### src/rtl/mcs4_bus_sequencer.sv
// MCS-4 bus master: free-running A1..X3 phase generator that executes one host command
// (ROM read, RAM SRC/RDM/WRM) per instruction cycle against i4001/i4002 parts.
module mcs4_bus_sequencer #(
   parameter int PHASE_CLKS = 1
) (
   input  logic        clk,
   input  logic        res_n,
   input  logic        cmd_vld,
   output logic        cmd_rdy,
   input  logic [1:0]  cmd_op,
   input  logic [11:0] cmd_addr,
   input  logic [2:0]  cmd_bank,
   input  logic [3:0]  cmd_wdata,
   output logic        rsp_vld,
   output logic [7:0]  rsp_data,
   output logic        sync_n,
   output logic        cm_rom_n,
   output logic [3:0]  cm_ram_n,
   input  logic [3:0]  data_i,
   output logic [3:0]  data_o,
   output logic        data_oe
);
   typedef enum logic [2:0] {A1, A2, A3, M1, M2, X1, X2, X3} phase_t;
   typedef enum logic [1:0] {ROM_RD, RAM_SRC, RAM_RDM, RAM_WRM} op_t;

   localparam int TW = (PHASE_CLKS > 1) ? $clog2(PHASE_CLKS) : 1;
   localparam logic [TW-1:0] TMR_LAST = TW'(PHASE_CLKS - 1);

   phase_t        ph, ph_nx;
   logic [TW-1:0] tmr, tmr_nx;
   logic          run, busy;
   logic          ph_end, x3_end, accept;
   op_t           op_q;
   logic [11:0]   addr_q;
   logic [2:0]    bank_q;
   logic [3:0]    wd_q;
   logic [3:0]    bank_code;
   logic [7:0]    dat_q, hold_q;

   // run holds the timer still for the first clock after reset so X3 gets a full phase
   always_ff @(posedge clk or negedge res_n) begin
      if (!res_n) begin
         ph     <= X3;
         tmr    <= '0;
         run    <= 1'b0;
         busy   <= 1'b0;
         op_q   <= ROM_RD;
         addr_q <= '0;
         bank_q <= '0;
         wd_q   <= '0;
         dat_q  <= '0;
         hold_q <= '0;
      end else begin
         run <= 1'b1;
         ph  <= ph_nx;
         tmr <= tmr_nx;
         if (x3_end) busy <= cmd_vld;
         if (accept) begin
            op_q   <= op_t'(cmd_op);
            addr_q <= cmd_addr;
            bank_q <= cmd_bank;
            wd_q   <= cmd_wdata;
            dat_q  <= '0;
         end else if (busy && ph_end) begin
            if (ph == M1 && op_q == ROM_RD) dat_q[7:4] <= data_i;
            if (ph == M2 && op_q == ROM_RD) dat_q[3:0] <= data_i;
            if (ph == X2 && op_q == RAM_RDM) dat_q <= {4'h0, data_i};
         end
         if (rsp_vld) hold_q <= dat_q;
      end
   end

   always_comb begin
      ph_end = run && (tmr == TMR_LAST);
      ph_nx  = ph;
      tmr_nx = tmr;
      if (run) begin
         if (ph_end) begin
            tmr_nx = '0;
            ph_nx  = phase_t'(ph + 3'd1);
         end else begin
            tmr_nx = tmr + 1'b1;
         end
      end
      x3_end   = ph_end && (ph == X3);
      accept   = x3_end && cmd_vld;
      cmd_rdy  = x3_end;
      rsp_vld  = x3_end && busy;
      rsp_data = rsp_vld ? dat_q : hold_q;

      case (bank_q)
         3'd0:    bank_code = 4'b1110;
         3'd1:    bank_code = 4'b1101;
         3'd2:    bank_code = 4'b1011;
         3'd3:    bank_code = 4'b1001;
         3'd4:    bank_code = 4'b0111;
         3'd5:    bank_code = 4'b0101;
         3'd6:    bank_code = 4'b0011;
         default: bank_code = 4'b0001;
      endcase

      sync_n   = !(run && ph == X3);
      cm_rom_n = 1'b1;
      cm_ram_n = 4'hF;
      data_oe  = 1'b0;
      data_o   = 4'h0;
      // X1 is always a turnaround phase, so it has no branch here
      if (busy) begin
         case (ph)
            A1: begin data_oe = 1'b1; data_o = addr_q[3:0];  end
            A2: begin data_oe = 1'b1; data_o = addr_q[7:4];  end
            A3: begin
               data_oe  = 1'b1;
               data_o   = addr_q[11:8];
               cm_rom_n = (op_q != ROM_RD);
            end
            M1: if (op_q != ROM_RD) begin
               data_oe = 1'b1;
               data_o  = (op_q == RAM_SRC) ? 4'h2 : 4'hE;
            end
            M2: case (op_q)
               RAM_SRC: begin data_oe = 1'b1; data_o = 4'h1; end
               RAM_RDM: begin data_oe = 1'b1; data_o = 4'h9; cm_ram_n = bank_code; end
               RAM_WRM: begin data_oe = 1'b1; data_o = 4'h0; cm_ram_n = bank_code; end
               default: ;
            endcase
            X2: case (op_q)
               RAM_SRC: begin data_oe = 1'b1; data_o = addr_q[7:4]; cm_ram_n = bank_code; end
               RAM_WRM: begin data_oe = 1'b1; data_o = wd_q; end
               default: ;
            endcase
            X3: if (op_q == RAM_SRC) begin
               data_oe = 1'b1;
               data_o  = addr_q[3:0];
            end
            default: ;
         endcase
      end
   end
endmodule
### config.mk
export PLATFORM = sky130hd
export DESIGN_NAME = mcs4_bus_sequencer
export DESIGN_NICKNAME = d
export VERILOG_FILES = /design/src/rtl/mcs4_bus_sequencer.sv
export SDC_FILE = /design/constraint.sdc
export NUM_CORES = 1
export LEC_CHECK = 0
export ABC_AREA = 1
export BUFFER_PORTS_ARGS = -buffer_cell sky130_fd_sc_hd__buf_4
export CORE_MARGIN = 4
export CORE_UTILIZATION = 60
export CTS_BUF_LIST = sky130_fd_sc_hd__clkbuf_2
export DETAILED_ROUTE_END_ITERATION = 7
export GPL_ROUTABILITY_DRIVEN = 0
export PLACE_DENSITY = 0.87
export RECOVER_POWER = 25
export SLEW_MARGIN = 0
export SYNTH_ARGS = -nofsm -noshare
export SYNTH_HDL_FRONTEND = slang
export SYNTH_SLANG_ARGS = --single-unit
export TNS_END_PERCENT = 50
### constraint.sdc
create_clock -name clk -period 5.09 [get_ports clk]
set_input_delay 0.7635 -clock clk [delete_from_list [all_inputs] [get_ports clk]]
set_output_delay 0.7635 -clock clk [all_outputs]
set_load 0.05 [all_outputs]
# --- Word level (Yosys, flattened, before mapping) ---
# Cells that the tools add are included.
totals:
  reg_bits: 43
  latch_bits: 0
  ram_bits: 0
  mem_bits_ro: 0
  input_bits: 28
  output_inout_bits: 21
  n_memories: 0
classes:
  add_sub_neg: 2
  mul: 0
  div: 0
  magnitude_cmp: 0
  eq_ne: 15
  n_shift: 0
  n_mux: 27
  bitwise: 1
  n_reduce_logical: 24
ops:
  columns: ["cell", "count"]
  rows:
  - ["case mux 4 bit (7 select lines)", 2]
  - ["2-to-1 mux 4 bit", 9]
  - ["2-to-1 mux 8 bit", 4]
  - ["case mux 4 bit (2 select lines)", 3]
  - ["equality test 3 bit, second input constant", 6]
  - ["equality test 3 x 2 -> 1 bit, second input constant", 4]
  - ["logical AND 1 bit", 9]
  - ["2-to-1 mux 1 bit", 8]
  - ["equality test 3 x 1 -> 1 bit, second input constant", 2]
  - ["logical NOT 3 bit", 2]
  - ["AND reduction 2 bit", 3]
  - ["nonzero test 3 bit", 2]
  - ["OR reduction 3 bit", 2]
  - ["case mux 1 bit (5 select lines)", 1]
  - ["equality test 2 bit, second input constant", 2]
  - ["nonzero test 2 bit", 2]
  - ["OR reduction 2 bit", 2]
  - ["adder 3 x 1 -> 3 bit, second input constant", 1]
  - ["equality test 2 x 1 -> 1 bit, second input constant", 1]
  - ["logical NOT 2 bit", 1]
  - ["adder 1 bit, second input constant", 1]
  - ["logical NOT 1 bit", 1]
  - ["inverter 1 bit", 1]

# --- Longest topological paths before layout ---
# Gate-level depths: netlist of the first run.
depth:
  ltp_word: 6
  mapped_depth: 10

# --- Worst setup path before layout of the first run ---
# No wires, ideal clock.
synth_timing:
  path_type: "flip-flop to output port"
  startpoint: "register ph[0]"
  endpoint: "output port rsp_data[0]"
  arrival_ns: 2.485
  slack_ns: 1.842
  path_stages_with_launch: 9
  path_cell_list: "dfstp_2 > ha_1 > ha_1 > nand2_2 > nor2_4 > nand2_2 > clkinv_1 > nand2_1 > nand2_1"
synth_between:
  elab_chain_cells: 4
synth_rtl:
  columns: ["item", "line", "text"]
  rows:
  - ["start, declared", "29", "phase_t ph, ph_nx;"]
  - ["start signal, assigned", "55", "ph <= ph_nx;"]
  - ["equality test 3 bit", "85", "x3_end = ph_end && (ph == X3);"]
  - ["logical AND 1 bit", "85", null]
  - ["net cmd_rdy", "9", "output logic cmd_rdy,"]
  - ["logical AND 1 bit", "88", "rsp_vld = x3_end && busy;"]
  - ["net rsp_vld", "14", "output logic rsp_vld,"]
  - ["2-to-1 mux 8 bit", null, null]
  - ["end, declared", "15", "output logic [7:0] rsp_data,"]
# The timed path passes the listed nets, and every way through them passes these cells.

# --- Worst setup path after layout of the first run ---
layout_timing:
  startpoint: "register ph[0]"
  endpoint: "output port rsp_data[0]"
layout_between:
  elab_chain_cells: 4
layout_rtl:
  columns: ["item", "line"]
  rows:
  - ["equality test 3 bit", "85"]
  - ["logical AND 1 bit", "85"]
  - ["logical AND 1 bit", "88"]
  - ["2-to-1 mux 8 bit", null]
# Every way passes these cells.

==> impl_results.md, run 1 <==
* Avg WL per Cell at 12.5 µm
* M3 GR Usage at 5.18%
* Detail Route Antenna Nets at 0
* CP Depth at 9
* Critical path class: reg -> out
* DRC at 0
* Row count at 22
* Crit-path max cell delay at 0.62 ns
* Mapped Nets at 346
* Vias in the first global route at 1937
* Commonest cells after routing, fill and taps aside: nand2_1 (145), buf_4 (47), dfrtp_1 (40)
* Worst-path clk slew at 0.23 ns
* Worst min-delay path class: in -> reg
* Hold bufs inserted after CTS at 0
* Largest net degree at the start of global routing at 44
* CP max FO at 9
* Core area at 3720 µm²
* First-pass GRT wire length at 8540 µm
* Main combinational cell family by area after synthesis: simple AND/OR/NAND/NOR gates
* Maximum clock rate at 0.315 GHz
* Slew Limit Headroom at -46.5%
* Critical path cell sequence: ha_1 > ha_1 > nand2_2 > nor2_4 > nand2_2 > clkinv_1 > nand2_1 > nand2_1 > buf_4
* GR Overflow Total at 0
* Worst Setup End Kind: primary output
* Seq/Total Area, Yosys at 46.4%
* Final worst path period share at 62.4%
* Worst Setup Slack, final at 1.91 ns
* Reg2Reg Depth at 8
* CTS tree: done
* Fin nets at 395
* YS warnings at 0
* GR Util All Layers at 21.6%
* H-tree depth at 2
* Maximum vdd ir drop at 400 µV
* Power per Cell Area at 553 nW/µm²
* Hold path cells at 3
* Final-layout fill cell count at 319
* Initial cell density of the core at 62.7%
* Area growth, synth to finish at 18.3%
* Deepest clock path buffer count at 2
* Mapped Avg Cell Area at 7.56 µm²
* Via count at 2052
* Commonest non-fill, non-tap cell in the layout: nand2_1
* Hold WS at 0.499 ns
* CTS Buf Count at 5
* CTS Root Cell: clkbuf_2
* Postcts setup bufs at 0
* Io pins at 49
* Cell Area, Synth at 2330 µm²
* Met1 GRT Util at 28.2%
* Compound-Gate Fraction of Synth Area at 5.21%
* Post-synthesis simple-gate area fraction at 35.8%
* Die area at 4940 µm²
* Chip height at 70.3 µm
* Buf/Inv on CP at 2
* Multiplexer share of the synthesized area at 0%
* Worst path top cell family by delay: flip-flops
* Final WL at 5100 µm
* Cells after Synth at 308
* PortBufs at 48
* Vias per cell at 5.05
* Unique masters post-synth at 25
* DRT Pass-1 Iters at 6
* Diode count at 0
* Setup_tns at 0 ns
* Num Clock Sinks at 43
* GR Layer Usage met2 at 34.2%
* Initial antenna violation count at 0
* Post-Synth XOR/XNOR Area at 0.376%
* Adder and majority gate portion of the synthesized area at 5.37%
* Max-cap violations at 1
* Min cycle time layout at 3.18 ns
* RSZ-0062 raised after global routing: false
* CP arrival at 2.41 ns
* Setup violations, final at 0
* Iteration-0 DRC count of the detailed router at 177
* Worst Skew at 0.0174 ns
* Die Width at 70.3 µm
* Startpoint type of the worst setup path: register
* Worst Tran Pin Value at 2.20 ns
* Slowest CP cell: dfstp_2
* WP data required at 4.33 ns
* Status: complete, but fails checks
* Leakage at 1.58 nW
* Setup Slack @ Placement at 2.40 ns
* PostCTS Resize Cnt at 0
* Slew Viols, Final at 44
* Busiest grt layer: met2
* Layout cells sized above 1 at 20.9%
* Failing checks: capacitance limit, slew limit
* Number of hold violations in the final report at 0
* Clk_lat worst skew at 0.44 ns
* Synth Register Bits at 43
* Post-DP HPWL at 3820 µm
-- per-stage QoR --
| step | util [%] | total power [mW] | instances | area [µm²] |
|---|---|---|---|---|
| after detailed placement | 72.9 | 1.37 | 398 | 2710 |
| after CTS | 74.2 | 1.52 | 406 | 2760 |
| after global routing | 74.1 | 1.64 | 406 | 2750 |
| after global placement | 72.9 | 1.34 | 398 | 2710 |
| final | 74.1 | 1.52 | 406 | 2750 |
| after floorplan | - | 1.15 | 308 | 2330 |
-- metal layers --
layer | part of all wire [%] | up-vias
li1 | - | 1047
met1 | 44 | 925
met2 | 47 | 65
met3 | 6.2 | 15
met4 | 2.6 | 0
met5 | 0 | -
-- worst paths after layout --
kind / start / endpoint / slack, ns
setup / recovery: ph[0]$_DFFE_PN1P_ / rsp_data[0] / 1.91
hold / removal: cmd_wdata[0] / wd_q[0]$_DFFE_PN0P_ / 0.50
setup reg to reg: ph[0]$_DFFE_PN1P_ / op_q[1]$_DFFE_PN0P_ / 2.78
hold reg to reg: run$_DFF_PN0_ / tmr$_DFFE_PN0P_ / 0.50
max in group asynchronous: res_n / addr_q[1]$_DFFE_PN0P_ / 2.92
min in group asynchronous: res_n / hold_q[2]$_DFF_PN0_ / 0.93
-- cell type report --
type                            instances  area [µm²]  share of cell area [%]
Clock buffer                            5        25.0                   0.909
Clock inverter                          3        23.8                   0.863
Inverter                               28         115                    4.18
Multi-Input combinational cell        231        1090                    39.7
Sequential cell                        43        1080                    39.2
Tap cell                               48        60.1                    2.18
Timing Repair Buffer                   48         357                    12.9
-- cells in the mapped netlist --
master	number	share of area (%)
conb_1	1	0.16
nand2_1	145	23
buf_4	2	0.64
nand2_2	6	1.6
nand3_1	22	4.7
nand2_4	3	1.5
inv_2	3	0.48
a21oi_4	1	0.70
dfrtp_1	40	43
and3_1	1	0.27
ha_1	10	5.4
nor2_4	2	0.97
a21oi_1	4	0.86
buf_2	2	0.43
inv_1	22	3.5
clkbuf_1	1	0.16
o21ai_0	10	2.1
nor2_1	20	3.2
buf_6	1	0.48
o2111ai_1	4	1.5
clkinv_4	2	0.75
nor3_1	1	0.21
clkinv_1	1	0.16
dfstp_2	3	3.4
xor2_1	1	0.38
-- flip-flops by register name, indices dropped and copies added, names as in the netlist --
name    cells
addr_q     12
dat_q       8
hold_q      8
wd_q        4
bank_q      3
ph          3
op_q        2
busy        1
run         1
tmr         1
-- tightest hold or removal path: stages --
cell,delay [ns]
buf_4,0.08
nand2_1,0.04
nand2_1,0.04
-- cell families after synthesis --
logic type,Yosys count
buffers and inverters,34
other,1
adders and majority gates,10
DFF,43
xor gates and xnor gates,1
and+or+nand+nor,200
AOI/OAI and AO/OA,19
-- report_power, final --
part	switching, mW	internal [mW]	leakage (nW)
clock network	0.120	0.0351	0.0256
logic	0.535	0.249	1.00
registers	0.102	0.481	0.550
(Power assumes the default switching activity.)
==> run 2, diff against run 1 <==
--- a/config.mk
+++ b/config.mk
@@ -8,11 +8,11 @@
 export ABC_AREA = 1
 export BUFFER_PORTS_ARGS = -buffer_cell sky130_fd_sc_hd__buf_4
 export CORE_MARGIN = 4
-export CORE_UTILIZATION = 60
+export CORE_UTILIZATION = 51
 export CTS_BUF_LIST = sky130_fd_sc_hd__clkbuf_2
 export DETAILED_ROUTE_END_ITERATION = 7
 export GPL_ROUTABILITY_DRIVEN = 0
-export PLACE_DENSITY = 0.87
+export PLACE_DENSITY = 0.78
 export RECOVER_POWER = 25
 export SLEW_MARGIN = 0
 export SYNTH_ARGS = -nofsm -noshare
==> constraint.sdc (replaced) <==
create_clock -name clk -period 2.65 [get_ports clk]
set_input_delay 0.3975 -clock clk [delete_from_list [all_inputs] [get_ports clk]]
set_output_delay 0.3975 -clock clk [all_outputs]
set_load 0.05 [all_outputs]
==> impl_results.md, run 2 (same netlist as run 1, synthesis figures left out) <==
* Post-DP HPWL at 3900 µm
* DRC at 0
* CTS tree: done
* Fin nets at 401
* CP arrival at 2.17 ns
* Worst Setup End Kind: primary output
* Io pins at 49
* Commonest cells after routing, fill and taps aside: nand2_1 (137), buf_4 (44), dfrtp_1 (40)
* Initial cell density of the core at 53.1%
* GR Util All Layers at 19.5%
* Core Util, Final at 65.8%
* Worst min-delay path class: in -> reg
* Final worst path period share at 96.7%
* Crit-path max cell delay at 0.60 ns
* RSZ-0062 raised after global routing: true
* Avg WL per Cell at 12.8 µm
* WP data required at 2.25 ns
* Worst Skew at 0.0392 ns
* Max reg flops at 12
* Critical path cell sequence: buf_4 > inv_1 > ha_2 > nand2_4 > clkinv_4 > o21ai_0 > o2111ai_1 > buf_4
* Deepest clock path buffer count at 2
* Largest net degree at the start of global routing at 44
* Slowest CP cell: dfstp_2
* Row count at 24
* Setup Slack @ Placement at 0.392 ns
* DRT Pass-1 Iters at 4
* Top reg by flops: addr_q
* Startpoint type of the worst setup path: register
* Diode count at 0
* Biggest regs: addr_q: 12 flops, dat_q: 8 flops, hold_q: 8 flops
* Commonest non-fill, non-tap cell in the layout: nand2_1
* Worst path top cell family by delay: flip-flops
* CTS Root Cell: clkbuf_2
* Num Clock Sinks at 43
* Chip height at 75.6 µm
* Die area at 5710 µm²
* Detail Route Antenna Nets at 0
* Core area at 4380 µm²
* Setup violations, final at 0
* Worst-path clk slew at 0.22 ns
* Area growth, synth to finish at 24.0%
* Maximum vdd ir drop at 546 µV
* Die Width at 75.6 µm
* Worst Setup Slack, final at 0.0865 ns
* Layout cells sized above 1 at 26.4%
* Worst Tran Pin Value at 1.07 ns
* GR Overflow Total at 0
* CTS Buf Count at 5
* Via count at 2084
* Slew Viols, Final at 0
* Clk_lat worst skew at 0.43 ns
* Setup_tns at 0 ns
* Buf/Inv on CP at 4
* First-pass GRT wire length at 8400 µm
* Iteration-0 DRC count of the detailed router at 126
* Cell mode on critical path: buf_4
* Leakage at 1.62 nW
* Maximum clock rate at 0.390 GHz
* Slew Limit Headroom at 29.0%
* PortBufs at 48
* Min cycle time layout at 2.56 ns
* Number of hold violations in the final report at 0
* Status: finished clean
* Vias in the first global route at 1926
* Final WL at 5310 µm
* Hold WS at 0.149 ns
* Power per Cell Area at 1050 nW/µm²
* Vias per cell at 5.01
* Critical path class: reg -> out
* Initial antenna violation count at 0
* CP max FO at 8
* H-tree depth at 2
* Max-cap violations at 0
## run 2: changes by cell type in the layout (fill, tap and decap cells not counted), sizes merged
cell         change
inv              -1
buf              +5
clkbuf           +1
clkinvlp         -1
dlygate4sd3      +1
clkinv           +1
## run 2: what timing repair did
item,in CTS,in global routing
hold buffers,1,0
endpoints found under the setup margin,9,18
buffers inserted,2,2
gates resized for setup,10,8
cloned,0,0
pin swaps,0,1
hold endpoints to repair,40,0
## run 2: through the flow
step,std cells,instance area [µm²],total power [mW]
6_report,416,2890,3.04
2_1_floorplan,308,2350,2.23
5_1_grt,416,2890,3.26
4_1_cts,414,2850,3.00
3_3_place_gp,403,2750,2.62
3_5_place_dp,403,2750,2.65
## run 2: path summary, 6_finish.rpt
path,from,to,slack [ns],cells past startpoint
max reg2reg,ph[0]$_DFFE_PN1P_,op_q[1]$_DFFE_PN0P_,0.46,9
min in group asynchronous,res_n,addr_q[11]$_DFFE_PN0P_,0.66,2
min,cmd_addr[10],addr_q[10]$_DFFE_PN0P_,0.15,3
max,ph[0]$_DFFE_PN1P_,cm_ram_n[2],0.09,8
max in group asynchronous,res_n,bank_q[1]$_DFFE_PN0P_,1.31,2
min reg2reg,run$_DFF_PN0_,tmr$_DFFE_PN0P_,0.50,1
## run 2: per-layer routing
| layer | GRT usage (%) | wire length, µm |
|---|---|---|
| met5 | 0 | 0 |
| met4 | 7.96 | 97 |
| met3 | 5.15 | 273 |
| met2 | 31.3 | 2530 |
| met1 | 25.0 | 2420 |
## run 2: layout make-up
| class | count | area, µm² |
|---|---|---|
| repair buffers | 54 | 435 |
| clock inverters | 2 | 12.5 |
| flip-flops and latches | 43 | 1080 |
| well taps | 52 | 65.1 |
| clock buffers | 6 | 30.0 |
| inverters | 28 | 120 |
| fillers | 383 | 1500 |
| multi-input cells | 231 | 1140 |
## run 2: report_power, final
part / total [mW] / internal, mW / switching [mW]
Combinational: 1.62 / 0.563 / 1.06
Clock: 0.287 / 0.0672 / 0.220
Sequential: 1.13 / 0.924 / 0.210
## run 2: worst min-delay path: stages
cell	delay (ns)
buf_4	0.07
nand2_1	0.04
nand2_1	0.04
